===== config.mk =====
export PLATFORM = sky130hd
export DESIGN_NAME = spi_slave
export DESIGN_NICKNAME = d
export VERILOG_FILES = /design/src/rtl/spi_slave.sv
export SDC_FILE = /design/constraint.sdc
export NUM_CORES = 1
export LEC_CHECK = 0
export ABC_CLOCK_PERIOD_IN_PS = 2450
export BUFFER_PORTS_ARGS = -buffer_cell sky130_fd_sc_hd__buf_2
export CORE_ASPECT_RATIO = 0.6
export CORE_MARGIN = 2
export CORE_UTILIZATION = 54
export CTS_CLUSTER_SIZE = 12
export DETAILED_ROUTE_END_ITERATION = 6
export GPL_TIMING_DRIVEN = 0
export PLACE_DENSITY = 0.73
export SLEW_MARGIN = 20
export SYNTH_ARGS = -nofsm -noshare
export SYNTH_HDL_FRONTEND = slang
export SYNTH_SLANG_ARGS = --single-unit

===== constraint.sdc =====
create_clock -name clk -period 2.45 [get_ports clk]
set_input_delay 0.1225 -clock clk [delete_from_list [all_inputs] [get_ports clk]]
set_output_delay 0.1225 -clock clk [all_outputs]
set_load 0.005 [all_outputs]

===== src/rtl/spi_slave.sv =====
// SPI slave front end: deserialises {op,byte} MOSI frames into rx_data/rx_valid and replays
// the RAM read byte on MISO. One bit per posedge clk while SS_n is low.
module spi_slave #(
  parameter int DATA_W      = 8,
  parameter int TX_WAIT_MAX = 15
) (
  input  logic              clk,
  input  logic              rst_n,
  input  logic              SS_n,
  input  logic              MOSI,
  output logic              MISO,
  output logic [DATA_W+1:0] rx_data,
  output logic              rx_valid,
  input  logic [DATA_W-1:0] tx_data,
  input  logic              tx_valid
);

  localparam int CNT_W  = $clog2(DATA_W + 2);
  localparam int WAIT_W = $clog2(TX_WAIT_MAX + 1);

  typedef enum logic [2:0] {IDLE, CHK_CMD, WRITE, READ_ADD, READ_DATA} state_t;
  typedef enum logic [1:0] {PH_SHIFT, PH_WAIT, PH_SEND, PH_DONE} phase_t;

  state_t            state;
  phase_t            phase;
  logic [CNT_W-1:0]  bit_cnt;
  logic [WAIT_W-1:0] wait_cnt;
  logic [DATA_W:0]   shreg;
  logic [DATA_W-1:0] oshift;
  logic              rd_addr_seen;

  always_ff @(posedge clk or negedge rst_n) begin
    if (!rst_n) begin
      state        <= IDLE;
      phase        <= PH_SHIFT;
      bit_cnt      <= '0;
      wait_cnt     <= '0;
      shreg        <= '0;
      oshift       <= '0;
      rd_addr_seen <= 1'b0;
      MISO         <= 1'b0;
      rx_data      <= '0;
      rx_valid     <= 1'b0;
    end else begin
      rx_valid <= 1'b0;
      // Deselect always wins, even over the last data bit; the read flag survives an abort
      if (state != IDLE && SS_n) begin
        state <= IDLE;
        MISO  <= 1'b0;
      end else begin
        case (state)
          IDLE: begin
            MISO <= 1'b0;
            if (!SS_n) state <= CHK_CMD;
          end
          CHK_CMD: begin
            bit_cnt  <= '0;
            wait_cnt <= '0;
            phase    <= PH_SHIFT;
            if (!MOSI)              state <= WRITE;
            else if (!rd_addr_seen) state <= READ_ADD;
            else                    state <= READ_DATA;
          end
          default: begin
            case (phase)
              PH_SHIFT: begin
                shreg   <= {shreg[DATA_W-1:0], MOSI};
                bit_cnt <= bit_cnt + 1'b1;
                if (bit_cnt == CNT_W'(DATA_W + 1)) begin
                  rx_data  <= {shreg, MOSI};
                  rx_valid <= 1'b1;
                  phase    <= (state == READ_DATA) ? PH_WAIT : PH_DONE;
                  if (state == READ_ADD) rd_addr_seen <= 1'b1;
                end
              end
              PH_WAIT: begin
                if (tx_valid) begin
                  MISO    <= tx_data[DATA_W-1];
                  oshift  <= tx_data << 1;
                  bit_cnt <= '0;
                  phase   <= PH_SEND;
                end else if (wait_cnt == WAIT_W'(TX_WAIT_MAX - 1)) begin
                  rd_addr_seen <= 1'b0;
                  phase        <= PH_DONE;
                end else begin
                  wait_cnt <= wait_cnt + 1'b1;
                end
              end
              PH_SEND: begin
                if (bit_cnt == CNT_W'(DATA_W - 1)) begin
                  MISO         <= 1'b0;
                  rd_addr_seen <= 1'b0;
                  phase        <= PH_DONE;
                end else begin
                  MISO    <= oshift[DATA_W-1];
                  oshift  <= oshift << 1;
                  bit_cnt <= bit_cnt + 1'b1;
                end
              end
              default: ;
            endcase
          end
        endcase
      end
    end
  end

endmodule


**Yosys cells after proc, flatten, opt, wreduce, memory -nomap -nowiden**

Index checks and enable logic that the tools add are counted.

- $add $sub $neg: 2
- $mul: 0
- Divide/modulo/power cells: 0
- Magnitude comparators: 0
- Equality and inequality tests: 25
- Shifts and indexed selects: 0
- Mux-type cells: 38
- Bitwise operators: 3
- Reduce and logical (&&, ||, !) cells: 20

Operator list:

| operator | number |
|---|---|
| $mux W4 | 5 |
| $mux W8 | 2 |
| $ne A2 B2 Y1 const B | 8 |
| $pmux W4 S2 | 2 |
| $pmux W8 S2 | 1 |
| $reduce_and A5 Y1 | 3 |
| $mux W1 | 12 |
| $mux W3 | 4 |
| $pmux W4 S3 | 1 |
| $mux W2 | 5 |
| $ne A3 B3 Y1 const B | 3 |
| $reduce_bool A3 Y1 | 3 |
| $add A4 B1 Y4 const B | 2 |
| $eq A4 B4 Y1 const B | 2 |
| $ne A4 B4 Y1 const B | 2 |
| $reduce_and A8 Y1 | 1 |
| $reduce_bool A4 Y1 | 2 |
| $ne A3 B2 Y1 const B | 2 |
| $pmux W2 S3 | 1 |
| $pmux W3 S2 | 1 |
| $reduce_and A3 Y1 | 2 |
| $reduce_and A6 Y1 | 1 |
| $eq A4 B3 Y1 const B | 1 |
| $ne A2 B1 Y1 const B | 2 |
| 16 further kinds | 20 |

- Flip-flop bits (word level): 43
- Latch bits: 0
- Memory bits (writable): 0
- ROM bits: 0
- Input bits: 13
- Output and inout bits: 12
- Logic and storage cells: 98
- Memories: 0

**Logic depth before layout (Yosys ltp)**

- Depth in word-level cells: 5
- Depth in mapped cells: 8
- Mapped depth without buffers: 6

**Worst setup path after synthesis**

OpenSTA, ideal clock, no wires.

- Path kind: register to register
- From: register phase[1]
- To: register phase[0]
- Library setup time: 125 ps
- Data arrival time: 1725 ps
- Required time: 2325 ps
- Slack: 600 ps
- Stages on the path, launching flop included: 7
- Path buffers: 0
- Clock period less this slack: 1850 ps
- Path through: dfrtp_1 inv_1 ha_1 nor2b_1 nand2_1 a31oi_1 mux2_2

- Word-level cells in the longest chain between the ends: 3
- Elaborated cells between the ends (all ways): 10
- Those cells by class: eq/ne (5); mux (2); reduce/logical (3)

Ends and longest elaborated chain:

| what | RTL line | source |
|---|---|---|
| from (decl) | 25 | `phase_t phase;` |
| from (signal assigned) | 72 | `phase <= (state == READ_DATA) ? PH_WAIT : PH_DONE;` |
| $eq A2 B2 Y1 (tied with other cells) | 65 | `case (phase)` |
| $pmux W2 S3 (tied with other cells) | 65 |  |
| $pmux W2 S2 or $reduce_and A6 Y1 (tied branches) | -- |  |

Parallel ways exist; a longest one is shown, timed or not.
A chain may end at the register's enable or synchronous reset.

**Worst setup path in the final report**

Ends and elaborated chain as after synthesis.

==> impl_metrics.env <==
export IMPL_status="completed"
export IMPL_dieHeight_um=52.7
export IMPL_grt_pass1_wl_um=7160
export IMPL_postRouteAntennaNets=0
export IMPL_die_w_um=85.2
export IMPL_rows=17
export IMPL_wl_met3_um=236
export IMPL_cp_max_fo=7
export IMPL_powerDensity_mw_per_mm2=930
export IMPL_min_path_type="input port to flop"
export IMPL_hold_viol_final=0
export IMPL_antenna_found_initial=0
export IMPL_drive_gt1_share_pct=28.7
export IMPL_instances_no_fill=270
export IMPL_synth_edf_count=0
export IMPL_synth_distinct_cells=39
export IMPL_drt_initial_drc_count=119
export IMPL_worstHoldStart="tx_data[0]"
export IMPL_worstSetupPathType="flop to flop"
export IMPL_peakVddDrop_mv=0.449
export IMPL_ys_ff_latch=42
export IMPL_firstDrtPassIters=4
export IMPL_maxSlewViolCount=0
export IMPL_synth_warnings=0
export IMPL_yosysSeqAreaShare_pct=49.2
export IMPL_vias_per_cell=5.75
export IMPL_startpoint_type="flop"
export IMPL_area_growth_syn_to_layout_pct=14.0
export IMPL_syn_nets=211
export IMPL_wl_met2_um=1880
export IMPL_grt_usage_pct=20.7
export IMPL_initial_core_util_pct=57.4
export IMPL_pin_count=25
export IMPL_fin_crit_sh_pct=90.2
export IMPL_fmax_ghz=0.452
export IMPL_async_reset_ff_share_pct=100
export IMPL_rr_startpoint="phase[1]"
export IMPL_cp_end_kind="flop"
export IMPL_synth_top_area_cell="dfrtp_1"
export IMPL_dp_hpwl_um=3150
export IMPL_post_cts_setup_buffers=0
export IMPL_pre_cts_slack_ns=0.268
export IMPL_dr_total_vias=1552
export IMPL_fin_nets=243
export IMPL_cts_tree="done"
export IMPL_power_mw=2.27
export IMPL_topRoutingLayerUsed="met4"
export IMPL_synth_top_area_share_pct=49.2
export IMPL_synthFlopType="dfrtp_1"
export IMPL_nFillCells=289
export IMPL_drc=0
export IMPL_diodes=0
export IMPL_synth_cell_area_mm2=0.00214
export IMPL_htreeDepth=2
export IMPL_portBuffers=24
export IMPL_first_global_vias=1522
export IMPL_rsz0062_at_grt="no"
export IMPL_post_place_cells=261
export IMPL_routedWlPerCell_um=15.9
export IMPL_cts_num_sinks=42
export IMPL_root_buffer="clkbuf_8"
export IMPL_clk_pin_slew_ns=0.07
export IMPL_cts_buffer_depth=2
export IMPL_power_leakage_nw=1.21
export IMPL_slew_headroom_pct=40.4
export IMPL_timing_setup_tns_ns=0
export IMPL_worst_pin_slew_ns=0.894
export IMPL_crit_start="phase[1]"
export IMPL_worst_slack_ns=0.240
export IMPL_synthCells=190
export IMPL_period_needed_ns=2.21
export IMPL_numCtsBuffers=5
export IMPL_skew_ns=0.00756
export IMPL_drt_met1_wl_um=2140
export IMPL_overflow=0
export IMPL_drt_total_wl_um=4290
export IMPL_avgSynthCellArea_um2=11.2
export IMPL_required_ns=2.62
export IMPL_grt_start_max_net_pins=43
export IMPL_die_area_mm2=0.00449
export IMPL_finish_utilization_pct=65.4
export IMPL_crit_arrival_ns=2.38
export IMPL_core_region_area_mm2=0.00372
export IMPL_drv_cap=0
export IMPL_synthTopCellsByArea="dfrtp_1 49%, mux2_4 6.3%, mux2_2 6.3%, ha_1 4.7%, mux2i_1 4.2%"
export IMPL_gp_congestion=0.882
export IMPL_clkLatencyLatePin_ns=0.29
export IMPL_finalSetupViolCount=0
[critical path: stages (launching register included)]
cell and delay [ns]:
dfrtp_1 0.40, inv_1 0.11, ha_1 0.24, nor2b_1 0.44, nand2_1 0.18, a31oi_1 0.34, mux2_2 0.38
[layout by cell type (no fill, tap or decap), types with 2 or more instances in the layout]
cell type and n:
dfrtp_1 42, ha_1 8, mux2i_1 9, inv_1 9, nor3_1 4, clkbuf_1 2
clkbuf_8 5, buf_2 27, mux2_2 12, a41oi_1 2, or2_2 2, buf_6 2
a21oi_1 12, nand3_1 6, o21ai_0 9, nor2_1 18, or3b_2 2, mux2_4 9
nand2b_1 3, nand2_1 8, o21bai_1 2, a211oi_1 2, or3_1 2, nor4_1 3
a31oi_1 3, o311ai_0 2, a22o_1 2
[per-layer routing]
layer	GRT usage, %	vias to the layer above
met5	0	-
met4	4.50	0
met3	5.35	7
met2	32.9	50
met1	28.9	748
li1	-	747
[registers in the layout (all words and copies together), names as in the netlist]
signal,count
MISO,1
bit_cnt,4
oshift,7
phase,2
rd_addr_seen,1
rx_data,10
rx_valid,1
shreg,9
state,3
wait_cnt,4
[cell usage after synthesis (4+ instances only)]
master,instances
mux2_2,12
o21ai_0,9
ha_1,8
a21oi_1,12
dfrtp_1,42
inv_1,9
nor2_1,18
mux2_4,9
mux2i_1,9
nand3_1,6
nand2_1,8
nor3_1,4
[what timing repair did]
item                                   4_1_cts  5_1_grt
gates resized for setup                      0        0
hold buffers                                 1        0
setup endpoints to repair                    0        0
endpoints found under the hold margin       34        0
[cells by family after synthesis]
family          synth area share (%)
mux                             16.9
compound gates                  10.5
buf+inv                         3.51
fa+ha+maj                       4.68
flops                           49.2
simple gates                    15.3
[path summary, 6_finish.rpt]
kind	endpoint	slack, ns	depth (start not counted)
min in group asynchronous	state[1]	0.49	2
hold / removal	oshift[1]	0.09	3
hold reg to reg	rx_data[8]	0.51	1
setup reg to reg	phase[0]	0.24	6
max in group asynchronous	MISO	1.39	2
setup / recovery	phase[0]	0.24	6
[power by group]
| part | total (mW) | switching [mW] | internal [mW] |
|---|---|---|---|
| combinational | 0.747 | 0.423 | 0.323 |
| clock | 0.530 | 0.226 | 0.304 |
| sequential | 0.990 | 0.151 | 0.839 |
| total | 2.27 | 0.800 | 1.47 |
[layout make-up]
type | instances | area [um^2] | area share (%)
flip-flops and latches | 42 | 1050 | 43.1
multi-input cells | 133 | 1010 | 41.5
repair buffers | 25 | 130 | 5.34
clock buffers | 6 | 72.6 | 2.98
well taps | 47 | 58.8 | 2.41
plain buffers | 6 | 41.3 | 1.69
clock inverters | 2 | 37.5 | 1.54
inverters | 9 | 33.8 | 1.39
[metrics by stage]
| step | cell area, um^2 | hold slack (ns) |
|---|---|---|
| floorplan | 2140 | -0.173 |
| global placement | 2320 | 0.291 |
| detailed placement | 2320 | 0.308 |
| CTS | 2440 | 0.0833 |
| global route | 2440 | 0.0966 |
| finish | 2440 | 0.0933 |
Note: power is estimated with default switching activity, not from simulation.
